$ cat config.mk
export PLATFORM = sky130hd
export DESIGN_NAME = writeback_stage_flat
export DESIGN_NICKNAME = d
export VERILOG_FILES = /design/src/rtl/wb_pkg.sv /design/src/rtl/wb_lu_if.sv /design/src/rtl/load_extend.sv /design/src/rtl/writeback_stage.sv /design/src/flat_wrapper.sv
export SDC_FILE = /design/constraint.sdc
export NUM_CORES = 1
export LEC_CHECK = 0
export CORE_ASPECT_RATIO = 0.5
export CORE_MARGIN = 1
export CORE_UTILIZATION = 48
export CTS_CLUSTER_DIAMETER = 30
export DETAILED_ROUTE_END_ITERATION = 10
export PLACE_DENSITY = 0.89
export SLEW_MARGIN = 20
export SYNTH_ARGS = -nofsm -noshare
export SYNTH_HDL_FRONTEND = slang
export SYNTH_SLANG_ARGS = --single-unit
$ cat constraint.sdc
create_clock -name clk -period 2.3 [get_ports clk]
set_input_delay 0.46 -clock clk [delete_from_list [all_inputs] [get_ports clk]]
set_output_delay 0.46 -clock clk [all_outputs]
set_load 0.01 [all_outputs]
$ cat src/rtl/wb_pkg.sv
// Shared types and constants for the writeback stage.
package wb_pkg;

  // Writeback result source select.
  typedef enum logic [1:0] {
    RES_ALU  = 2'd0,
    RES_LOAD = 2'd1,
    RES_PC4  = 2'd2,
    RES_AUX  = 2'd3
  } result_src_e;

  // Load funct3 encodings.
  localparam logic [2:0] LD_B  = 3'b000;
  localparam logic [2:0] LD_H  = 3'b001;
  localparam logic [2:0] LD_W  = 3'b010;
  localparam logic [2:0] LD_BU = 3'b100;
  localparam logic [2:0] LD_HU = 3'b101;

endpackage

$ cat src/rtl/wb_lu_if.sv
// Valid/ready handoff from the long-latency unit (mul/div) into the writeback buffer.
interface wb_lu_if #(
  parameter int A_WIDTH = 5,
  parameter int D_WIDTH = 32
);
  logic               lu_valid;
  logic [A_WIDTH-1:0] lu_rd;
  logic [D_WIDTH-1:0] lu_data;
  logic               lu_ready;
  logic               lu_pending;

  // Long-latency unit side: offers results.
  modport master (
    output lu_valid, lu_rd, lu_data,
    input  lu_ready, lu_pending
  );

  // Writeback stage side: accepts results into its buffer.
  modport slave (
    input  lu_valid, lu_rd, lu_data,
    output lu_ready, lu_pending
  );
endinterface

$ cat src/rtl/load_extend.sv
// Extracts a byte/half/word from an aligned memory word and sign/zero extends it.
module load_extend
  import wb_pkg::*;
(
  input  logic [31:0] word,
  input  logic [1:0]  offset,
  input  logic [2:0]  funct3,
  output logic [31:0] ext
);

  logic [7:0]  byte_s;
  logic [15:0] half_s;

  // Lane selection; half lanes ignore offset[0] (misalignment is not trapped here).
  always_comb begin
    byte_s = 8'h00;
    case (offset)
      2'd0:    byte_s = word[7:0];
      2'd1:    byte_s = word[15:8];
      2'd2:    byte_s = word[23:16];
      2'd3:    byte_s = word[31:24];
      default: byte_s = 8'h00;
    endcase
    if (offset[1]) begin
      half_s = word[31:16];
    end else begin
      half_s = word[15:0];
    end
  end

  // Extension by load type; unknown codes pass the full word.
  always_comb begin
    ext = word;
    case (funct3)
      LD_B:    ext = {{24{byte_s[7]}}, byte_s};
      LD_BU:   ext = {24'h000000, byte_s};
      LD_H:    ext = {{16{half_s[15]}}, half_s};
      LD_HU:   ext = {16'h0000, half_s};
      LD_W:    ext = word;
      default: ext = word;
    endcase
  end

endmodule

$ cat src/rtl/writeback_stage.sv
// MEM/WB register, result select, and register-file write-port arbitration
// between the in-order pipeline and a buffered long-latency unit result.
module writeback_stage
  import wb_pkg::*;
#(
  parameter int D_WIDTH = 32,
  parameter int A_WIDTH = 5,
  parameter int SRC_W   = 2
) (
  input  logic               clk,
  input  logic               rst,
  input  logic               stall_w,
  input  logic               flush_w,
  input  logic               valid_m,
  input  logic               reg_write_m,
  input  logic [A_WIDTH-1:0] rd_m,
  input  logic [SRC_W-1:0]   result_src_m,
  input  logic [2:0]         load_type_m,
  input  logic [D_WIDTH-1:0] alu_result_m,
  input  logic [D_WIDTH-1:0] read_data_m,
  input  logic [D_WIDTH-1:0] pc_plus4_m,
  input  logic [D_WIDTH-1:0] aux_m,
  wb_lu_if.slave             lu,
  output logic               reg_write_w,
  output logic [A_WIDTH-1:0] rd_w,
  output logic [D_WIDTH-1:0] result_w
);

  // WB pipeline register
  logic               valid_r;
  logic               reg_write_r;
  logic [A_WIDTH-1:0] rd_r;
  logic [SRC_W-1:0]   src_r;
  logic [2:0]         ltype_r;
  logic [D_WIDTH-1:0] alu_r;
  logic [D_WIDTH-1:0] rdata_r;
  logic [D_WIDTH-1:0] pc4_r;
  logic [D_WIDTH-1:0] aux_r;

  // Long-latency result buffer
  logic               buf_valid_r;
  logic [A_WIDTH-1:0] buf_rd_r;
  logic [D_WIDTH-1:0] buf_data_r;

  logic [D_WIDTH-1:0] load_s;
  logic [D_WIDTH-1:0] wb_result_s;
  logic               pipe_wr_s;
  logic               drain_s;
  logic               kill_s;
  logic               accept_s;

  // WB register: flush beats stall; flush only invalidates, payload is kept.
  always_ff @(posedge clk) begin
    if (rst) begin
      valid_r     <= 1'b0;
      reg_write_r <= 1'b0;
      rd_r        <= {A_WIDTH{1'b0}};
      src_r       <= {SRC_W{1'b0}};
      ltype_r     <= 3'b000;
      alu_r       <= {D_WIDTH{1'b0}};
      rdata_r     <= {D_WIDTH{1'b0}};
      pc4_r       <= {D_WIDTH{1'b0}};
      aux_r       <= {D_WIDTH{1'b0}};
    end else if (flush_w) begin
      valid_r <= 1'b0;
    end else if (!stall_w) begin
      valid_r     <= valid_m;
      reg_write_r <= reg_write_m;
      rd_r        <= rd_m;
      src_r       <= result_src_m;
      ltype_r     <= load_type_m;
      alu_r       <= alu_result_m;
      rdata_r     <= read_data_m;
      pc4_r       <= pc_plus4_m;
      aux_r       <= aux_m;
    end
  end

  load_extend u_load_extend (
    .word   (rdata_r),
    .offset (alu_r[1:0]),
    .funct3 (ltype_r),
    .ext    (load_s)
  );

  // Result select from the registered instruction.
  always_comb begin
    wb_result_s = alu_r;
    case (src_r)
      RES_ALU:  wb_result_s = alu_r;
      RES_LOAD: wb_result_s = load_s;
      RES_PC4:  wb_result_s = pc4_r;
      RES_AUX:  wb_result_s = aux_r;
      default:  wb_result_s = alu_r;
    endcase
  end

  // Arbitration terms: pipeline wins; a same-rd pipeline write kills the stale buffer.
  always_comb begin
    pipe_wr_s = valid_r & reg_write_r & (rd_r != {A_WIDTH{1'b0}});
    drain_s   = buf_valid_r & ~pipe_wr_s;
    kill_s    = buf_valid_r & pipe_wr_s & (rd_r == buf_rd_r);
    accept_s  = lu.lu_valid & ~buf_valid_r;
  end

  // Buffer: loads on accept (x0 results discarded), clears on drain or kill.
  always_ff @(posedge clk) begin
    if (rst) begin
      buf_valid_r <= 1'b0;
      buf_rd_r    <= {A_WIDTH{1'b0}};
      buf_data_r  <= {D_WIDTH{1'b0}};
    end else if (accept_s) begin
      buf_valid_r <= (lu.lu_rd != {A_WIDTH{1'b0}});
      buf_rd_r    <= lu.lu_rd;
      buf_data_r  <= lu.lu_data;
    end else if (drain_s || kill_s) begin
      buf_valid_r <= 1'b0;
    end
  end

  // Write port mux and handshake outputs.
  always_comb begin
    lu.lu_ready   = ~buf_valid_r;
    lu.lu_pending = buf_valid_r;
    reg_write_w   = pipe_wr_s | buf_valid_r;
    if (drain_s) begin
      rd_w     = buf_rd_r;
      result_w = buf_data_r;
    end else begin
      rd_w     = rd_r;
      result_w = wb_result_s;
    end
  end

endmodule
$ cat src/flat_wrapper.sv
// flat-port wrapper written by rule: the top's interface ports become plain ports
module writeback_stage_flat import wb_pkg::*;
#(
  parameter int D_WIDTH = 32,
  parameter int A_WIDTH = 5,
  parameter int SRC_W   = 2
)
  (clk, rst, stall_w, flush_w, valid_m, reg_write_m, rd_m, result_src_m, load_type_m, alu_result_m, read_data_m, pc_plus4_m, aux_m, reg_write_w, rd_w, result_w, lu_lu_valid, lu_lu_rd, lu_lu_data, lu_lu_ready, lu_lu_pending);
  wb_lu_if #(.A_WIDTH(A_WIDTH), .D_WIDTH(D_WIDTH)) lu_i ();
  input  logic clk;
  input  logic rst;
  input  logic stall_w;
  input  logic flush_w;
  input  logic valid_m;
  input  logic reg_write_m;
  input  logic [A_WIDTH-1:0] rd_m;
  input  logic [SRC_W-1:0] result_src_m;
  input  logic [2:0] load_type_m;
  input  logic [D_WIDTH-1:0] alu_result_m;
  input  logic [D_WIDTH-1:0] read_data_m;
  input  logic [D_WIDTH-1:0] pc_plus4_m;
  input  logic [D_WIDTH-1:0] aux_m;
  output logic reg_write_w;
  output logic [A_WIDTH-1:0] rd_w;
  output logic [D_WIDTH-1:0] result_w;
  input wire logic [$bits(lu_i.lu_valid)-1:0] lu_lu_valid;
  input wire logic [$bits(lu_i.lu_rd)-1:0] lu_lu_rd;
  input wire logic [$bits(lu_i.lu_data)-1:0] lu_lu_data;
  output wire logic [$bits(lu_i.lu_ready)-1:0] lu_lu_ready;
  output wire logic [$bits(lu_i.lu_pending)-1:0] lu_lu_pending;
  assign lu_i.lu_valid = lu_lu_valid;
  assign lu_i.lu_rd = lu_lu_rd;
  assign lu_i.lu_data = lu_lu_data;
  assign lu_lu_ready = lu_i.lu_ready;
  assign lu_lu_pending = lu_i.lu_pending;
  writeback_stage #(.D_WIDTH(D_WIDTH), .A_WIDTH(A_WIDTH), .SRC_W(SRC_W)) u_core (.clk(clk), .rst(rst), .stall_w(stall_w), .flush_w(flush_w), .valid_m(valid_m), .reg_write_m(reg_write_m), .rd_m(rd_m), .result_src_m(result_src_m), .load_type_m(load_type_m), .alu_result_m(alu_result_m), .read_data_m(read_data_m), .pc_plus4_m(pc_plus4_m), .aux_m(aux_m), .lu(lu_i), .reg_write_w(reg_write_w), .rd_w(rd_w), .result_w(result_w));
endmodule
* Word level (Yosys, flattened, before mapping)
Cells that the tools add are included.
Storage, ports and cells: register bits after elaboration 178, logic and storage cells 50, output and inout bits 40, bits of input ports 182
Operators by class: reductions and logical operators 9, mux-type cells 8, equal/unequal tests 10, bitwise logic cells 11
Operators by type and width (count):
- $pmux 32 s4 | 2
- $mux 32 | 1
- $pmux 8 s4 | 1
- $mux 16 | 1
- $reduce_bool 5->1 | 2
- $eq 2x2->1 const B | 4
- $and 1x1->1 | 6
- $eq 3x3->1 const B | 2
- $eq 5x5->1 | 1
- $mux 5 | 1
- $eq 2x1->1 const B | 2
- $logic_not 2->1 | 2
- $not 1->1 | 4
- $eq 3x1->1 const B | 1
- $logic_not 3->1 | 1
- $mux 1 | 2
- $reduce_and 2->1 | 1
- $reduce_bool 2->1 | 1
- $reduce_or 2->1 | 1
- $logic_or 1x1->1 | 1
- $or 1x1->1 | 1

* Longest topological paths before layout
depth in word-level cells 7, mapped depth 7, mapped depth without buffers 5

* By module
A second synthesis with hierarchy kept.
Unflattened totals: cells, all modules 976, area, all modules 8122.8 um^2
Modules (own cells, without submodules):
- writeback_stage | cells each 865, area each 7454.6 um^2, sequential area each 3563.4 um^2, times used 1
- load_extend | cells each 111, area each 668.1 um^2, sequential area each 0.0 um^2, times used 1

* Worst setup path after synthesis
No wires, ideal clock.
kind flip-flop to output port, from register u_core.rd_r[4], to output port result_w[10], stages on the path, launching flop included 6, path buffers 1, setup slack 123 ps, data required time 1840 ps, data arrival time 1717 ps, cell sequence dfxtp_1 or3_1 o311a_4 nand2b_4 buf_2 a311oi_1
Between the ends: word-level cells in the longest chain between the ends 5
RTL lines:
- from (decl) | line writeback_stage.sv:32 | logic [A_WIDTH-1:0] rd_r;
- from (signal assigned) | line writeback_stage.sv:57 | rd_r <= {A_WIDTH{1'b0}};
- from (signal assigned) | line writeback_stage.sv:69 | rd_r <= rd_m;
- $reduce_bool 5->1 | line writeback_stage.sv:100 | pipe_wr_s = valid_r & reg_write_r & (rd_r != {A_WIDTH{1'b0}});
- $and 1x1->1 | line writeback_stage.sv:100
- $not 1->1 | line writeback_stage.sv:101 | drain_s = buf_valid_r & ~pipe_wr_s;
- $and 1x1->1 | line writeback_stage.sv:101
- $mux 32 | line writeback_stage.sv:126 | if (drain_s) begin
- to (decl) | line flat_wrapper.sv:25 | output logic [D_WIDTH-1:0] result_w;
Every way passes these cells.

* Worst setup path in the final report
from register u_core.rd_r[4], to output port result_w[1]
Same word-level chain as after synthesis.

==> flow_summary.json <==
{
  "grt_antenna_before_repair": 0,
  "clk_latency_ns": 0.43,
  "syn_area_um2": 8000,
  "synth_warnings": 0,
  "drtAntennaViolNets": 0,
  "crit_fanout": 7,
  "path_buf_inv": 4,
  "clock-root-buffer": "clkbuf_16",
  "layout_commonest_cell": "nand2_1",
  "num_vias": 8986,
  "crit_path_end": "result_w[1]",
  "slew_headroom_pct": 47.6,
  "drc": 0,
  "ys_ff_latch": 178,
  "p_leak_uw": 0.00459,
  "r2r_start": "u_core.rd_r[4]$_SDFFE_PP0P_",
  "dpl_cell_area_um2": 10900,
  "fin_area_um2": 12200,
  "dieWidth_um": 185,
  "fin_skew_ns": 0.00410,
  "syn_to_final_growth_pct": 51.9,
  "syn_avg_cell_area_um2": 7.27,
  "wire_per_inst_um": 18.9,
  "gp_congestion": 0.971,
  "grt_max_degree": 77,
  "clk_path_buf_depth": 2,
  "crit_start": "u_core.rd_r[4]$_SDFFE_PP0P_",
  "drv_cap": 0,
  "yosysSeqAreaShare_pct": 44.5,
  "status": "finished with violations",
  "rr_worst_depth": 6,
  "tightest_slew_ns": 0.777,
  "hold_viol_final": 0,
  "ys.flop_type": "dfxtp_1",
  "ys_types": 41,
  "path_cells": "or3_4 -> o311a_4 -> nand2b_4 -> buf_12 -> buf_16 -> buf_12 -> nor2_2 -> a21oi_2 -> buf_2",
  "design.portCount": 222,
  "synth_edf_count": 0,
  "setup_violations": 38,
  "worstPathRequired_ns": 1.84,
  "track_usage_pct": 34.7,
  "grt_pass1_vias": 8284,
  "drt-total-wl_um": 30200,
  "violations": "setup timing",
  "criticalPathCategory": "reg -> out",
  "rsz0062_at_grt": "true",
  "rows": 32,
  "hold_slack_ns": 0.457,
  "cp.depth": 9,
  "portBuffers": 221,
  "finalCritPeriodShare_pct": 125,
  "diodes": 0,
  "die-height_um": 93.3,
  "setup_ws_ns": -0.573,
  "clock-sinks": 178,
  "crit_top_cell": "buf_12",
  "timing.setup.tns_ns": -18.48,
  "synth_nets": 1283,
  "grt_overflow": 0,
  "slowest_delay_ns": 0.38,
  "period_needed_ns": 2.87,
  "cp-end-kind": "primary output",
  "drt_iter0_drc": 1012,
  "cts_buffers": 17,
  "initial_core_util_pct": 50.5,
  "crit_arrival_ns": 2.41,
  "max_freq_ghz": 0.348,
  "cts_tree": "yes",
  "grt_pass1_wl_um": 45200,
  "cp_slowest_cell": "or3_4",
  "synth_cells": 1101,
  "dieArea_um2": 17200,
  "crit_path_start_kind": "register",
  "layout.nets": 1549,
  "layout_common_cells": "nand2_1 (395), a21oi_1 (201), clkdlybuf4s50_1 (182)",
  "final_util_pct": 76.7,
  "clkTransAtPathRegs_ns": 0.07,
  "vdd_ir_drop_max_mv": 0.589,
  "design.core.area_um2": 15900,
  "maxSlewViolCount": 0,
  "crit_family": "simple AND/OR/NAND/NOR gates",
  "reg2reg_to": "u_core.lu.lu_pending$_SDFFE_PP0P_",
  "drive_above_1_share_pct": 20.4,
  "synthArstFlopShare_pct": 0,
  "hpwl_um": 20800,
  "hold_path.class": "reg -> reg",
  "htree_levels": 4,
  "drtPass1Iterations": 6,
  "power_density_nw_per_um2": 642,
  "rrSetupSlack_ns": 0.67,
  "vias_per_cell": 5.62
}
-- how the worst min path moves through the flow --
| stage | start | end | slack (ns) | cells after the start |
|---|---|---|---|---|
| after floorplan | u_core.pc4_r[10]$_SDFFE_PP0P_ | u_core.pc4_r[10]$_SDFFE_PP0P_ | 0.43 | 2 |
| after global placement | u_core.pc4_r[14]$_SDFFE_PP0P_ | u_core.pc4_r[14]$_SDFFE_PP0P_ | 0.44 | 2 |
| after detailed placement | u_core.alu_r[30]$_SDFFE_PP0P_ | u_core.alu_r[30]$_SDFFE_PP0P_ | 0.45 | 2 |
| after CTS | u_core.alu_r[30]$_SDFFE_PP0P_ | u_core.alu_r[30]$_SDFFE_PP0P_ | 0.46 | 2 |
| after global routing | u_core.pc4_r[8]$_SDFFE_PP0P_ | u_core.pc4_r[8]$_SDFFE_PP0P_ | 0.47 | 2 |
| final | u_core.aux_r[20]$_SDFFE_PP0P_ | u_core.aux_r[20]$_SDFFE_PP0P_ | 0.46 | 2 |
-- sequential cells by signal (all words and copies together) (netlist names) --
| register | count |
|---|---|
| u_core.alu_r | 32 |
| u_core.aux_r | 32 |
| u_core.buf_data_r | 32 |
| u_core.pc4_r | 32 |
| u_core.rdata_r | 32 |
| u_core.buf_rd_r | 5 |
| u_core.rd_r | 5 |
| u_core.ltype_r | 3 |
| u_core.src_r | 2 |
| u_core.lu.lu_pending | 1 |
| u_core.reg_write_r | 1 |
| u_core.valid_r | 1 |
-- routing by layer --
layer	up-vias	share of wire, %	GRT usage, %
li1	4226	-	-
met1	4314	44	48.2
met2	412	44	52.9
met3	34	10	10.2
met4	0	1.2	7.99
met5	-	0	0
-- what timing repair did --
item | CTS | global route
hold endpoints to repair | 0 | 0
resized for setup | 221 | 72
cloned | 6 | 0
pin swaps | 5 | 26
endpoints found under the setup margin | 38 | 39
buffers inserted | 22 | 11
hold buffers | 0 | 0
-- synthesized netlist by cell type, drive strengths merged, types with 2 or more instances --
library cell / count / area [µm²]
a211oi: 15 / 113
a21oi: 218 / 1090
a221o: 9 / 90.1
a311oi: 8 / 76.3
buf: 18 / 105
clkbuf: 74 / 278
dfxtp: 178 / 3560
inv: 17 / 63.8
mux2: 8 / 90.1
mux2i: 27 / 270
nand2: 405 / 1520
nand2b: 5 / 38.8
nor2: 38 / 159
nor2b: 3 / 18.8
nor3: 9 / 45.0
o21ai: 18 / 90.1
o22ai: 23 / 144
o32ai: 6 / 52.6
or2: 3 / 18.8
xnor2: 3 / 26.3
xor2: 2 / 17.5
-- kinds of logic (layout without fill, tap and decap cells) --
logic type                Yosys count  count (layout)  share of synthesized area, %
AOI/OAI and AO/OA                 305             305                          21.7
xor gates and xnor gates            5               5                         0.547
buffers and inverters             110             386                          5.63
DFF                               178             178                          44.5
muxes                              35              35                          4.50
and+or+nand+nor                   468             470                          23.1
-- worst min-delay path, delay by kind of cell, from the launching register on --
family,cells,cell delay (ns)
AOI/OAI and AO/OA,1,0.05
DFF,1,0.31
and+or+nand+nor,1,0.05
-- through the flow --
| stage | cells | worst slack, ns | power, µW |
|---|---|---|---|
| 3_3_place_gp | 1532 | -0.450 | 4790 |
| 4_1_cts | 1591 | -0.597 | 7670 |
| 5_1_grt | 1600 | -0.652 | 8040 |
| 6_report | 1600 | -0.573 | 7800 |
| 2_1_floorplan | 1101 | 0.123 | 3990 |
| 3_5_place_dp | 1532 | -0.523 | 4810 |
-- power by group --
part / internal [µW] / total [µW] / switching, µW
clock network: 1600 / 2880 / 1280
registers: 3230 / 3350 / 117
logic: 794 / 1570 / 778
total: 5630 / 7800 / 2170
-- cell type report --
class | instances | area (µm²)
flip-flops and latches | 178 | 3570
inverters | 18 | 67.6
multi-input cells | 815 | 4410
well taps | 221 | 277
repair buffers | 337 | 3270
fillers | 1098 | 3700
clock buffers | 19 | 433
clock inverters | 12 | 131
Power figures use the tool's default switching activity.
